$ cat src/rtl/fetch_seq_pkg.sv
// fetch_seq_pkg
// Shared definitions for the instruction fetch sequencer:
//   - fetch_state_t : controller state encoding
//   - OPC_HALT      : opcode that stops fetching
//   - *_DEFAULT     : default address/data/opcode/counter widths
//   - opcode_of()   : extracts the opcode field from an instruction word
// Optional feature macro used by the design: FETCH_SINGLE_STEP_EN
package fetch_seq_pkg;

  localparam int AB_DEFAULT  = 11;
  localparam int DB_DEFAULT  = 16;
  localparam int OPW_DEFAULT = 5;
  localparam int CW_DEFAULT  = 16;

  localparam logic [OPW_DEFAULT-1:0] OPC_HALT = 5'b00000;

  typedef enum logic [2:0] {
    IDLE   = 3'd0,
    FETCH  = 3'd1,
    ISSUE  = 3'd2,
    HALTED = 3'd3,
    PAUSE  = 3'd4
  } fetch_state_t;

  // Opcode lives in the top OPW bits of the instruction word.
  function automatic logic [OPW_DEFAULT-1:0] opcode_of(input logic [DB_DEFAULT-1:0] word);
    return word[DB_DEFAULT-1 -: OPW_DEFAULT];
  endfunction

endpackage

$ cat src/rtl/fetch_pc_reg.sv
// fetch_pc_reg
// Program counter register with clear, increment and hold.
// Ports:
//   clk   in  system clock, rising edge
//   reset in  asynchronous active-high reset (pc -> 0)
//   clear in  synchronous clear to 0 (has priority over incr)
//   incr  in  increment by one; wraps from all-ones to 0
//   pc    out current program counter
module fetch_pc_reg #(
  parameter int AB = 11
) (
  input  logic          clk,
  input  logic          reset,
  input  logic          clear,
  input  logic          incr,
  output logic [AB-1:0] pc
);

  localparam logic [AB-1:0] PC_ONE = {{(AB-1){1'b0}}, 1'b1};

  always_ff @(posedge clk or posedge reset) begin
    if (reset) begin
      pc <= '0;
    end else if (clear) begin
      pc <= '0;
    end else if (incr) begin
      pc <= pc + PC_ONE;
    end
  end

endmodule

$ cat src/rtl/fetch_sequencer.sv
// fetch_sequencer
// Instruction fetch controller for the 16-bit accumulator CPU. Walks the
// program memory from PC 0, issues each word to decode over valid/ready and
// stops on a HALT opcode; start resumes at the word after the HALT.
// Ports:
//   clk         in  system clock, rising edge
//   reset       in  asynchronous active-high reset
//   start       in  pulse: begin at PC 0 from IDLE, or resume from HALTED
//   step        in  (FETCH_SINGLE_STEP_EN only) release PAUSE to fetch next
//   pc_addr     out program memory address (PC register)
//   mem_data    in  program memory read data, combinational from pc_addr
//   instr       out registered instruction to decode
//   instr_valid out instr valid, held until accepted
//   instr_ready in  decode accepts instr when valid && ready
//   running     out high in FETCH or ISSUE
//   halted      out high in HALTED
//   instr_count out accepted instructions since start from IDLE (saturating)
// Optional feature: define FETCH_SINGLE_STEP_EN to add the step input and a
// PAUSE state entered after every accepted instruction.
//
// state  | meaning
// IDLE   | waiting for start, PC parked at 0
// FETCH  | sample mem_data at PC; HALT -> HALTED, else latch and issue
// ISSUE  | instr_valid high, waiting for instr_ready
// HALTED | HALT word seen, PC points at it; start resumes at PC+1
// PAUSE  | single-step only: waiting for step before the next fetch
module fetch_sequencer
  import fetch_seq_pkg::*;
#(
  parameter int AB  = AB_DEFAULT,
  parameter int DB  = DB_DEFAULT,
  parameter int OPW = OPW_DEFAULT,
  parameter int CW  = CW_DEFAULT
) (
  input  logic          clk,
  input  logic          reset,
  input  logic          start,
`ifdef FETCH_SINGLE_STEP_EN
  input  logic          step,
`endif
  output logic [AB-1:0] pc_addr,
  input  logic [DB-1:0] mem_data,
  output logic [DB-1:0] instr,
  output logic          instr_valid,
  input  logic          instr_ready,
  output logic          running,
  output logic          halted,
  output logic [CW-1:0] instr_count
);

  localparam logic [CW-1:0] CNT_ONE = {{(CW-1){1'b0}}, 1'b1};

  fetch_state_t   state, next_state;
  logic           pc_clear, pc_incr;
  logic           load_instr, accept, count_clear;
  logic [OPW-1:0] opcode;

  assign opcode = opcode_of(mem_data);

  fetch_pc_reg #(.AB(AB)) u_pc (
    .clk   (clk),
    .reset (reset),
    .clear (pc_clear),
    .incr  (pc_incr),
    .pc    (pc_addr)
  );

  always_ff @(posedge clk or posedge reset) begin
    if (reset) begin
      state       <= IDLE;
      instr       <= '0;
      instr_valid <= 1'b0;
      instr_count <= '0;
    end else begin
      state       <= next_state;
      instr_valid <= (next_state == ISSUE);
      if (load_instr) begin
        instr <= mem_data;
      end
      if (count_clear) begin
        instr_count <= '0;
      end else if (accept && (instr_count != '1)) begin
        instr_count <= instr_count + CNT_ONE;
      end
    end
  end

  always_comb begin
    next_state  = state;
    pc_clear    = 1'b0;
    pc_incr     = 1'b0;
    load_instr  = 1'b0;
    accept      = 1'b0;
    count_clear = 1'b0;
    case (state)
      IDLE: begin
        if (start) begin
          pc_clear    = 1'b1;
          count_clear = 1'b1;
          next_state  = FETCH;
        end
      end
      FETCH: begin
        // The HALT word is neither latched nor counted; PC stays on it.
        if (opcode == OPC_HALT) begin
          next_state = HALTED;
        end else begin
          load_instr = 1'b1;
          pc_incr    = 1'b1;
          next_state = ISSUE;
        end
      end
      ISSUE: begin
        if (instr_ready) begin
          accept = 1'b1;
`ifdef FETCH_SINGLE_STEP_EN
          next_state = PAUSE;
`else
          next_state = FETCH;
`endif
        end
      end
      HALTED: begin
        if (start) begin
          pc_incr    = 1'b1;
          next_state = FETCH;
        end
      end
`ifdef FETCH_SINGLE_STEP_EN
      PAUSE: begin
        if (step) begin
          next_state = FETCH;
        end
      end
`endif
      default: next_state = IDLE;
    endcase
  end

  assign running = (state == FETCH) || (state == ISSUE);
  assign halted  = (state == HALTED);

endmodule

$ cat config.mk
export PLATFORM = sky130hd
export DESIGN_NAME = fetch_sequencer
export DESIGN_NICKNAME = d
export VERILOG_FILES = /design/src/rtl/fetch_seq_pkg.sv /design/src/rtl/fetch_pc_reg.sv /design/src/rtl/fetch_sequencer.sv
export SDC_FILE = /design/constraint.sdc
export NUM_CORES = 1
export LEC_CHECK = 0
export CORE_MARGIN = 2
export CORE_UTILIZATION = 30
export CTS_BUF_LIST = sky130_fd_sc_hd__clkbuf_8
export CTS_CLUSTER_DIAMETER = 40
export DETAILED_ROUTE_END_ITERATION = 8
export PLACE_DENSITY_LB_ADDON = 0.05
export SETUP_SLACK_MARGIN = 0.1
export SLEW_MARGIN = 30
export SYNTH_ARGS = -nofsm -noshare
export SYNTH_HDL_FRONTEND = slang
export SYNTH_SLANG_ARGS = --single-unit
$ cat constraint.sdc
create_clock -name clk -period 3.85 [get_ports clk]
set_clock_uncertainty 0.1 [all_clocks]
set_input_delay 0.77 -clock clk [delete_from_list [all_inputs] [get_ports clk]]
set_output_delay 0.77 -clock clk [all_outputs]
set_load 0.005 [all_outputs]
==> qor.txt <==
==========================================================================================
Global Route met3 Usage .....................................................        5.89%
Crit path time final ........................................................      2650 ps
Area after detailed placement ...............................................     3040 µm²
Worst setup path endpoint ...................................................   u_pc.pc[7]
Signal arrival time at the worst endpoint ...................................      2750 ps
Ports .......................................................................           66
Simple-gate share of the synthesized area ...................................        22.2%
Number of fillers in the final layout .......................................          704
Overall routed net length ...................................................      5530 µm
Initial Util ................................................................        31.2%
Setup slack, reg-to-reg .....................................................      1590 ps
Syn_nets ....................................................................          242
Global Route Usage Sum ......................................................        13.9%
Synth Area in XOR/XNOR ......................................................        1.15%
Mux contribution to synthesized area ........................................        7.33%
Synth Register Bits .........................................................           47
RR Endpoint ................................................................. instr_count[8]
Max Transition Viols Final ..................................................            0
Number of nets in the finished design .......................................          307
RR Startpoint ...............................................................     state[0]
Maximum number of pins on one net before global-route repair ................           48
Final Hold Violating Endpoints ..............................................            0
Vias in the first global route ..............................................        1,869
CORE AREA ...................................................................     7330 µm²
Cell count after placement ..................................................          377
CTS hold repair buffers .....................................................            0
Number of buffers on the longest clock path .................................            2
Buffers added on ports ......................................................           65
Residual DRC count ..........................................................            0
Largest family of logic cells by synthesized area ........................... simple AND/OR/NAND/NOR gates
CTS tree ....................................................................         done
Data required time of the worst path ........................................      3950 ps
Fraction of final layout cells with drive strength greater than 1 ...........        11.2%
# resized after CTS .........................................................            0
Remaining antenna violation count after routing .............................            0
Highest net fanout along the worst path .....................................           16
Leading register cell type out of synthesis .................................      dfrtp_1
CP startpoint kind ..........................................................   input port
Sequential cell area fraction in the yosys report ...........................        51.4%
Number of warnings printed during yosys synthesis ...........................            0
Count of different cell masters after synthesis .............................           45
Fraction of the cycle the final worst path needs ............................        68.8%
Pin slew with the least headroom to its limit ...............................       618 ps
Cell area after synthesis ...................................................     2290 µm²
GRT met1 Usage ..............................................................        19.0%
Lkg Pwr .....................................................................      1.31 nW
Iter 0 DRT Violations .......................................................           50
Clk slew on worst S/H paths .................................................        90 ps
Final setup vio count .......................................................            0
First-pass iteration count of the detailed router ...........................            4
Width of the die ............................................................      91.3 µm
Share of synthesized flip-flops with an asynchronous set or reset ...........         100%
Worst min-delay path category ...............................................   reg -> reg
Number of buffers created by CTS ............................................            5
Clock sink total ............................................................           47
Vias ........................................................................        1,902
H-Tree Level Count ..........................................................            2
Wire per inst ...............................................................      14.4 µm
Overflow after GRT ..........................................................            0
Wire length of the first global-routing pass ................................      9300 µm
IR Drop Worst-Case VDD ......................................................       234 µV
EDFF count, synth ...........................................................            0
Die area ....................................................................     8340 µm²
Unrepaired setup endpoints after global routing .............................           no
Synthesized instance count ..................................................          220
Final instance area .........................................................     3170 µm²
Root buf cell ...............................................................     clkbuf_8
Final non-filler cell total .................................................          385
Hold wc startpoint ..........................................................     instr[4]
Worst setup path startpoint ................................................. mem_data[15]
HPWL after detailed placement ...............................................      3750 µm
Number of diodes ............................................................            0
Share of synthesized cell area in full adder, half adder and majority cells .        1.53%
Post-synthesis compound-gate area fraction ..................................        13.0%
Setup Total Neg Slack .......................................................         0 ps
Area added between synthesis and finish .....................................        38.6%
DR vias/cell ................................................................         4.94
Worst-skew pair later-pin latency ...........................................       300 ps
Post-CTS Setup Bufs .........................................................            0
Cell row count ..............................................................           31
Count of cells along the worst register-to-register path ....................            5
Worst slew margin relative to its limit .....................................        58.8%
Global routing's busiest layer ..............................................         met2
Final Hold Slack ............................................................       412 ps
Outcome .....................................................................    completed
Routability congestion estimate from global placement .......................        0.719
Critical path endpoint category .............................................    flip-flop
Max-cap violations ..........................................................            0
Y dimension of the die ......................................................      91.3 µm
Antenna violations before repair ............................................            0
Max Clock Freq ..............................................................      377 MHz
Routing usage on met2 .......................................................        19.5%
Power density of the placed cells ...........................................   434 nW/µm²
Average instance area after synthesis .......................................     10.4 µm²
Critical path class .........................................................    in -> reg
==========================================================================================
==> report_power, final <==
part | internal [mW] | switching [mW] | total [mW] | leakage, nW
logic | 0.204 | 0.111 | 0.315 | 0.627
clock network | 0.257 | 0.175 | 0.432 | 0.0695
registers | 0.569 | 0.0586 | 0.628 | 0.616
total | 1.03 | 0.345 | 1.38 | 1.31
==> worst min-delay path by stage <==
| stage | cells past startpoint | endpoint | slack (ps) |
|---|---|---|---|
| after floorplan | 1 | state[1] | 390 |
| after global placement | 1 | instr[3] | 390 |
| after detailed placement | 1 | instr[13] | 390 |
| after CTS | 1 | instr[4] | 420 |
| after global routing | 1 | instr[4] | 430 |
| final | 1 | instr[4] | 410 |
==> cell type report <==
class	count	area, µm²	share of cell area [%]
clock inverter	3	63.8	2.01
multi-input combinational	155	1040	32.8
tap	99	124	3.91
sequential	47	1180	37.1
clock buffer	5	68.8	2.17
inverter	10	40.0	1.26
timing repair buffer	66	658	20.8
==> sequential cells by signal (all words and copies together) (netlist names) <==
register / cells
state: 3
u_pc.pc: 11
instr: 16
instr_valid: 1
instr_count: 16
==> cell usage in the layout (no fill, tap or decap), types with 3 or more instances in the layout <==
cell	instances
or4_1	6
nor3_1	8
nand3_1	18
a211o_1	5
inv_1	10
and3_1	6
nand2_1	15
nand4_1	3
a21oi_1	10
o21ai_0	10
nor2_1	9
o31ai_1	6
clkdlybuf4s50_1	65
or3_1	8
dfrtp_1	47
clkbuf_8	5
nor4_1	3
a21o_1	3
mux2_2	14
==> Yosys cell counts, drive strengths merged, types with 6 or more instances <==
cell	n	area, µm²
or3	10	68.8
nand3	18	90.1
nor3	8	40.0
o21ai	10	50.1
mux2	14	158
or4	7	53.8
nand2	15	56.3
dfrtp	47	1180
inv	10	37.5
nor2	9	33.8
o31ai	6	45.0
a21oi	11	58.8
and3	7	45.1
==> stage by stage <==
stage	total power [mW]	worst slack, ps	utilization [%]
detailed placement	0.956	872	41.4
finish	1.38	1200	43.2
floorplan	0.750	1490	-
CTS	1.40	1200	43.2
global placement	0.959	883	41.4
global route	1.46	1080	43.2
==> critical path, stage by stage <==
cell and delay, ps:
clkdlybuf4s50_1 410, or3_1 400, or4_1 440, nand3_1 420, nor4_1 120, o21a_1 180
==> cells by family after synthesis <==
group | after synthesis
DFF | 47
muxes | 15
and+or+nand+nor | 89
adders and majority gates | 3
AOI/OAI and AO/OA | 44
other | 1
buffers and inverters | 18
xor gates and xnor gates | 3
==> routing by layer <==
layer / wire, µm / part of all wire [%]
met1: 2670 / 48
met2: 2270 / 41
met3: 508 / 9.2
met4: 89 / 1.6
met5: 0 / 0
No activity file was read; power rests on OpenSTA's default activity.
